$ cat src/rtl/mult_pipe.sv
`default_nettype none
// ============================================================================
// Module      : mult_pipe
// Description : Pipelined signed multiplier with valid/ready flow control.
//               The full-width product is computed in stage 1 and delayed
//               through the middle stages. The final stage rounds half toward
//               +inf, shifts arithmetically and saturates to OUT_W bits.
//               Per-sample and sticky saturation flags are provided.
// Revision    : 1.0 - initial release
// ============================================================================
module mult_pipe #(
    parameter int A_DATA_W = 16,
    parameter int B_DATA_W = 24,
    parameter int OUT_W    = 24,
    parameter int SHIFT    = 15,
    parameter int LATENCY  = 3
) (
    input  logic                       clk,
    input  logic                       reset,
    input  logic                       i_valid,
    output logic                       o_ready,
    input  logic signed [A_DATA_W-1:0] i_a,
    input  logic signed [B_DATA_W-1:0] i_b,
    output logic                       o_valid,
    input  logic                       i_ready,
    output logic signed [OUT_W-1:0]    o_c,
    output logic                       o_sat,
    output logic                       o_sat_sticky,
    input  logic                       i_clr_sat
);

    // Full product width; the extra bit in c_E_W absorbs the rounding add.
    localparam int c_P_W  = A_DATA_W + B_DATA_W;
    localparam int c_E_W  = c_P_W + 1;
    // Registers holding the product: stage 1 plus the pure delay stages.
    localparam int c_NSTG = LATENCY - 1;

    localparam logic signed [c_E_W-1:0] c_ONE = 1;
    localparam logic signed [c_E_W-1:0] c_MAX = (c_ONE <<< (OUT_W - 1)) - c_ONE;
    localparam logic signed [c_E_W-1:0] c_MIN = -(c_ONE <<< (OUT_W - 1));
    localparam logic signed [c_E_W-1:0] c_RND =
        (SHIFT > 0) ? (c_ONE <<< ((SHIFT > 0) ? SHIFT - 1 : 0)) : '0;

    logic signed [c_P_W-1:0] prod_q [c_NSTG];
    logic signed [c_P_W-1:0] prod_d [c_NSTG];
    logic [c_NSTG-1:0]       vld_q;
    logic [c_NSTG-1:0]       vld_d;
    logic signed [OUT_W-1:0] c_q;
    logic signed [OUT_W-1:0] c_d;
    logic                    sat_q;
    logic                    sat_d;
    logic                    out_vld_q;
    logic                    out_vld_d;
    logic                    sticky_q;
    logic                    sticky_d;

    logic                    w_en;
    logic signed [c_P_W-1:0] w_prod;
    logic signed [c_E_W-1:0] w_ext;
    logic signed [c_E_W-1:0] w_rnd;
    logic signed [c_E_W-1:0] w_shf;
    logic signed [OUT_W-1:0] w_clamped;
    logic                    w_sat;

    // The whole pipeline moves together whenever the output slot is free or being taken.
    assign w_en    = !out_vld_q || i_ready;
    assign o_ready = w_en;
    // Operands are sign-extended to the full product width before multiplying.
    assign w_prod  = c_P_W'(i_a) * c_P_W'(i_b);

    // Final-stage arithmetic: extend, round half up, shift, then clamp to OUT_W.
    always_comb begin
        w_ext     = c_E_W'(prod_q[c_NSTG-1]);
        w_rnd     = w_ext + c_RND;
        w_shf     = w_rnd >>> SHIFT;
        w_clamped = w_shf[OUT_W-1:0];
        w_sat     = 1'b0;
        if (w_shf > c_MAX) begin
            w_clamped = c_MAX[OUT_W-1:0];
            w_sat     = 1'b1;
        end else if (w_shf < c_MIN) begin
            w_clamped = c_MIN[OUT_W-1:0];
            w_sat     = 1'b1;
        end
    end

    // Next-state for every pipeline stage, the output register and the sticky flag.
    always_comb begin
        for (int i = 0; i < c_NSTG; i++) begin
            prod_d[i] = prod_q[i];
        end
        vld_d     = vld_q;
        c_d       = c_q;
        sat_d     = sat_q;
        out_vld_d = out_vld_q;
        if (w_en) begin
            prod_d[0] = w_prod;
            vld_d[0]  = i_valid;
            for (int i = 1; i < c_NSTG; i++) begin
                prod_d[i] = prod_q[i-1];
                vld_d[i]  = vld_q[i-1];
            end
            c_d       = w_clamped;
            sat_d     = w_sat && vld_q[c_NSTG-1];
            out_vld_d = vld_q[c_NSTG-1];
        end
        // A clamp landing in the output register beats a clear in the same cycle.
        sticky_d = sticky_q;
        if (w_en && vld_q[c_NSTG-1] && w_sat) begin
            sticky_d = 1'b1;
        end else if (i_clr_sat) begin
            sticky_d = 1'b0;
        end
    end

    // State registers with synchronous reset that flushes all in-flight samples.
    always_ff @(posedge clk) begin
        if (reset) begin
            for (int i = 0; i < c_NSTG; i++) begin
                prod_q[i] <= '0;
            end
            vld_q     <= '0;
            c_q       <= '0;
            sat_q     <= 1'b0;
            out_vld_q <= 1'b0;
            sticky_q  <= 1'b0;
        end else begin
            for (int i = 0; i < c_NSTG; i++) begin
                prod_q[i] <= prod_d[i];
            end
            vld_q     <= vld_d;
            c_q       <= c_d;
            sat_q     <= sat_d;
            out_vld_q <= out_vld_d;
            sticky_q  <= sticky_d;
        end
    end

    assign o_valid      = out_vld_q;
    assign o_c          = c_q;
    assign o_sat        = sat_q;
    assign o_sat_sticky = sticky_q;

endmodule
`default_nettype wire

$ cat config.mk
export PLATFORM = sky130hd
export DESIGN_NAME = mult_pipe
export DESIGN_NICKNAME = d
export VERILOG_FILES = /design/src/rtl/mult_pipe.sv
export SDC_FILE = /design/constraint.sdc
export NUM_CORES = 1
export LEC_CHECK = 0
export ABC_AREA = 1
export CORE_UTILIZATION = 49
export DETAILED_ROUTE_END_ITERATION = 8
export PLACE_DENSITY = 0.78
export SYNTH_ARGS = -nofsm -noshare
export SYNTH_HDL_FRONTEND = slang
export SYNTH_SLANG_ARGS = --single-unit
export TNS_END_PERCENT = 10
$ cat constraint.sdc
create_clock -name clk -period 11.25 [get_ports clk]
set_input_delay 2.25 -clock clk [delete_from_list [all_inputs] [get_ports clk]]
set_output_delay 2.25 -clock clk [all_outputs]
set_load 0.05 [all_outputs]
======== Yosys cells after proc, flatten, opt, wreduce, memory -nomap -nowiden ========
Memories as Yosys holds them, arrays and structs flattened.
Index checks and enable logic that the tools add are counted.
word-level totals
  memory bits (writable) .................. 80
  input port bits ......................... 45
  memories kept ........................... 1
  output and inout bits ................... 28
  logic and storage cells ................. 30
  register bits after elaboration ......... 29
memory list
  name    depth  width  rd ports  clocked after Yosys merged registers in  write ports  RTL line  text
  prod_q  2      40     2         0                                        2            44        logic signed [c_P_W-1:0] prod_q [c_NSTG];
operators by class
  multiply operators ...................... 1
  mux-type cells .......................... 12
  bitwise operators ....................... 2
  add/subtract/negate cells ............... 1
  reduce and logical (&&, ||, !) cells .... 6
  magnitude comparators ................... 2
operator list
  operator                                                      number
  two-way mux 40 bit                                            2
  two-way mux 80 bit                                            1
  two-way mux 24 bit                                            2
  adder 40 x 16 -> 41 bit, second input constant                1
  multiplier 16 x 24 -> 40 bit                                  1
  > comparator 26 x 24 -> 1 bit, second input constant          1
  less-than comparator 26 x 24 -> 1 bit, second input constant  1
  two-way mux 1 bit                                             7
  logical AND 1 bit                                             3
  OR 1 bit                                                      2
  nonzero test 2 bit                                            1
  logical NOT 1 bit                                             1
  logical OR 1 bit                                              1

======== Depth between registers and ports, before layout ========
  word-level depth ........................ 6
  mapped depth ............................ 31
  depth with buffers taken out ............ 29

======== Worst setup path before layout ========
No wires, ideal clock.
  path kind ............................... input port to flip-flop
  start point ............................. input port i_b[23]
  end point ............................... memory prod_q[0][34] (netlist bit)
  stages .................................. 21
  slack ................................... 3665 ps
  data required time ...................... 11141 ps
  buffers on the path ..................... 1
  setup time .............................. 109 ps
  arrival time ............................ 7476 ps
  cell sequence ........................... clkbuf_1 nand2_1 inv_1 fa_1 fa_1 inv_1 fa_1 fa_1 fa_1 fa_1 inv_1 ha_1 nand2_1 nor2_1 inv_1 nor4_1 nand2_1 nand3_1 nand3_1 nand2_1 inv_1
RTL lines
  what             RTL line  text
  start, declared  23        input logic signed [B_DATA_W-1:0] i_b,
  end, declared    44

==> flow_summary.json <==
{
  "synth_cell_types": 39,
  "die_area_sq_um": 38100,
  "synth_area_sq_um": 18300,
  "rows": 70,
  "fmax_ghz": 0.115,
  "synth_top_cell_area_share_pct": 40.8,
  "crit_required_ns": 11.53,
  "hpwl_um": 37300,
  "wl_met3_um": 2680,
  "seq_area_frac_synth_pct": 8.86,
  "cp_max_fo": 24,
  "instances_no_fill": 2917,
  "min_period_ns": 8.67,
  "die_x_um": 195,
  "cts_htree_levels": 3,
  "synth_fp_nets": 2961,
  "via_count": 15000,
  "cap_violations": 0,
  "grt_max_degree": 88,
  "wirelength_um": 45900,
  "gp_congestion": 0.943,
  "finalSetupViolations": 0,
  "hold_depth": 2,
  "die_y_um": 195,
  "setup-tns-final_ns": 0,
  "grt_use_total_pct": 26.0,
  "synthTopCellsByArea": "fa_1 (41%), inv_1 (15%), nand2_1 (11%)",
  "cts_tree": "built",
  "hold_end": "o_c[23]",
  "avgSynthCellArea_sq_um": 7.48,
  "firstDrtPassIters": 5,
  "ys_seq_elements": 81,
  "gr-total-overflow": 0,
  "numCtsBuffers": 9,
  "grt_pass1_vias": 16400,
  "port_buffers": 72,
  "final_layout_size_suffix_gt1_share_pct": 3.23,
  "area_delta_synth_final_pct": 6.86,
  "post_drt_wl_per_cell_um": 15.7,
  "fillers": 3402,
  "holdBufCountCts": 0,
  "fin_area_sq_um": 19600,
  "min_from": "o_c[23]",
  "synth_top_cell_by_area": "fa_1",
  "slew_viol_final": 0,
  "cp.arrival_ns": 8.95,
  "clockBufferDepth": 2,
  "viasPerCell": 5.13,
  "wl_met1_um": 18400,
  "place_area_sq_um": 19300,
  "cp-start-kind": "primary input",
  "cts_resized": 0,
  "grt_setup_unrepaired": "no",
  "dpl.cell_count": 2903,
  "core_sq_um": 36700,
  "post-route-period-util_pct": 77.1,
  "hold_class": "reg2reg",
  "startpoint": "i_a[10]",
  "drc": 0,
  "clk_latency_ns": 0.33,
  "grt_pass1_wl_um": 78800,
  "drtAntennaViolNets": 0,
  "reg2reg_slack_ns": 9.02,
  "relSlewSlack_pct": 21.3,
  "initial_utilization_pct": 49.9,
  "r2r-end": "o_c[2]",
  "antenna_found_initial": 0,
  "critical_path_class": "in2reg",
  "num_antenna_cells": 0,
  "hold_viol": 0,
  "status": "completed",
  "clock_skew_ns": 0.00512,
  "cts_root_buf": "clkbuf_16",
  "final_cell_mix": "inv_1 (717), nand2_1 (558), fa_1 (373)",
  "first_iter_violations": 1134,
  "syn_inst": 2447,
  "worst_pin_slew_ns": 1.18,
  "clk_pin_slew_ns": 0.06,
  "r2r-start": "prod_q[0][55]",
  "cp-end-kind": "flop",
  "synth-warning-count": 0,
  "r2r_cells": 13,
  "final_nets": 2960,
  "clock-sinks": 81,
  "final_common_cell": "inv_1",
  "post_cts_buffers": 0,
  "top_layer_used": "met4",
  "io_pins": 73,
  "wl_met2_um": 22800
}
## cells by family after synthesis
| kind of cell | share of synthesized area, % |
|---|---|
| simple gates | 18.8 |
| buf+inv | 17.0 |
| fa+ha+maj | 47.4 |
| compound gates | 6.09 |
| flops | 8.86 |
| xor+xnor | 1.91 |
## cell usage after synthesis
library cell and n:
a31oi_1 2, and2_1 1, nand2_4 2, o21bai_1 13
nor4_1 4, nand3_1 52, o211ai_1 2, a21o_1 5
ha_1 96, dfxtp_1 81, xnor2_1 8, and3_1 1
inv_1 718, or2_2 8, nor2_4 3, nand2_2 3
a21oi_2 8, clkbuf_1 93, nand4_1 13, xor2_1 32
buf_6 2, a21boi_0 1, nor2_2 16, o21ai_0 101
nor3b_1 1, a21oi_1 66, nor3_4 1, nand3_2 1
nor2_1 154, nor3_2 4, o221ai_1 1, inv_4 1
inv_2 3, nor3_1 12, fa_1 373, nand2_1 558
o21a_1 4, nand4_4 1, buf_8 2
## worst max-delay path, stage by stage
cell             delay, ns
clkdlybuf4s50_1       1.25
nand2_1               0.24
inv_1                 0.20
fa_1                  0.58
fa_1                  0.56
fa_1                  0.55
inv_1                 0.06
fa_1                  0.51
fa_1                  0.53
fa_1                  0.54
inv_1                 0.04
ha_1                  0.40
nand2_1               0.13
nor2_1                0.18
nand2_1               0.13
nor2_1                0.25
nand4_1               0.16
nand3_1               0.14
nand2_1               0.06
nand3_1               0.08
nand2_1               0.06
inv_1                 0.05
## final cells by class
cell class | instances | area [sq um] | area share (%)
repair buffers | 85 | 818 | 4.18
flip-flops and latches | 81 | 1620 | 8.29
well taps | 468 | 586 | 2.99
clock inverters | 4 | 22.5 | 0.115
multi-input cells | 1547 | 13600 | 69.4
clock buffers | 10 | 229 | 1.17
inverters | 722 | 2710 | 13.9
## stage by stage
| stage | setup WS (ns) | util [%] | hold slack [ns] |
|---|---|---|---|
| after floorplan | 3.67 | - | 0.450 |
| after detailed placement | 2.21 | 52.6 | 0.459 |
| final | 2.58 | 53.3 | 0.466 |
| after global routing | 2.00 | 53.3 | 0.505 |
| after global placement | 2.27 | 52.6 | 0.452 |
| after CTS | 2.54 | 53.3 | 0.468 |
## sequential cells by signal (all words and copies together), names as in the netlist
register      count
prod_q           52
vld_q             2
o_valid           1
o_c              24
o_sat             1
o_sat_sticky      1
## worst max-delay path by stage
stage                    endpoint  slack (ns)  cells after the start
CTS                 prod_q[0][39]        2.54                     22
finish              prod_q[0][39]        2.58                     22
detailed placement  prod_q[0][39]        2.21                     22
global placement    prod_q[0][39]        2.27                     22
floorplan           prod_q[0][34]        3.67                     21
global route        prod_q[0][39]        2.00                     23
## routing by layer
metal,track usage [%],up-vias
li1,-,6974
met1,32.5,7289
met2,45.5,550
met3,2.85,148
met4,11.1,0
met5,0,-
Power is not shown: default switching activity piles up to over one toggle a cycle in this logic, so the estimate is an artifact.
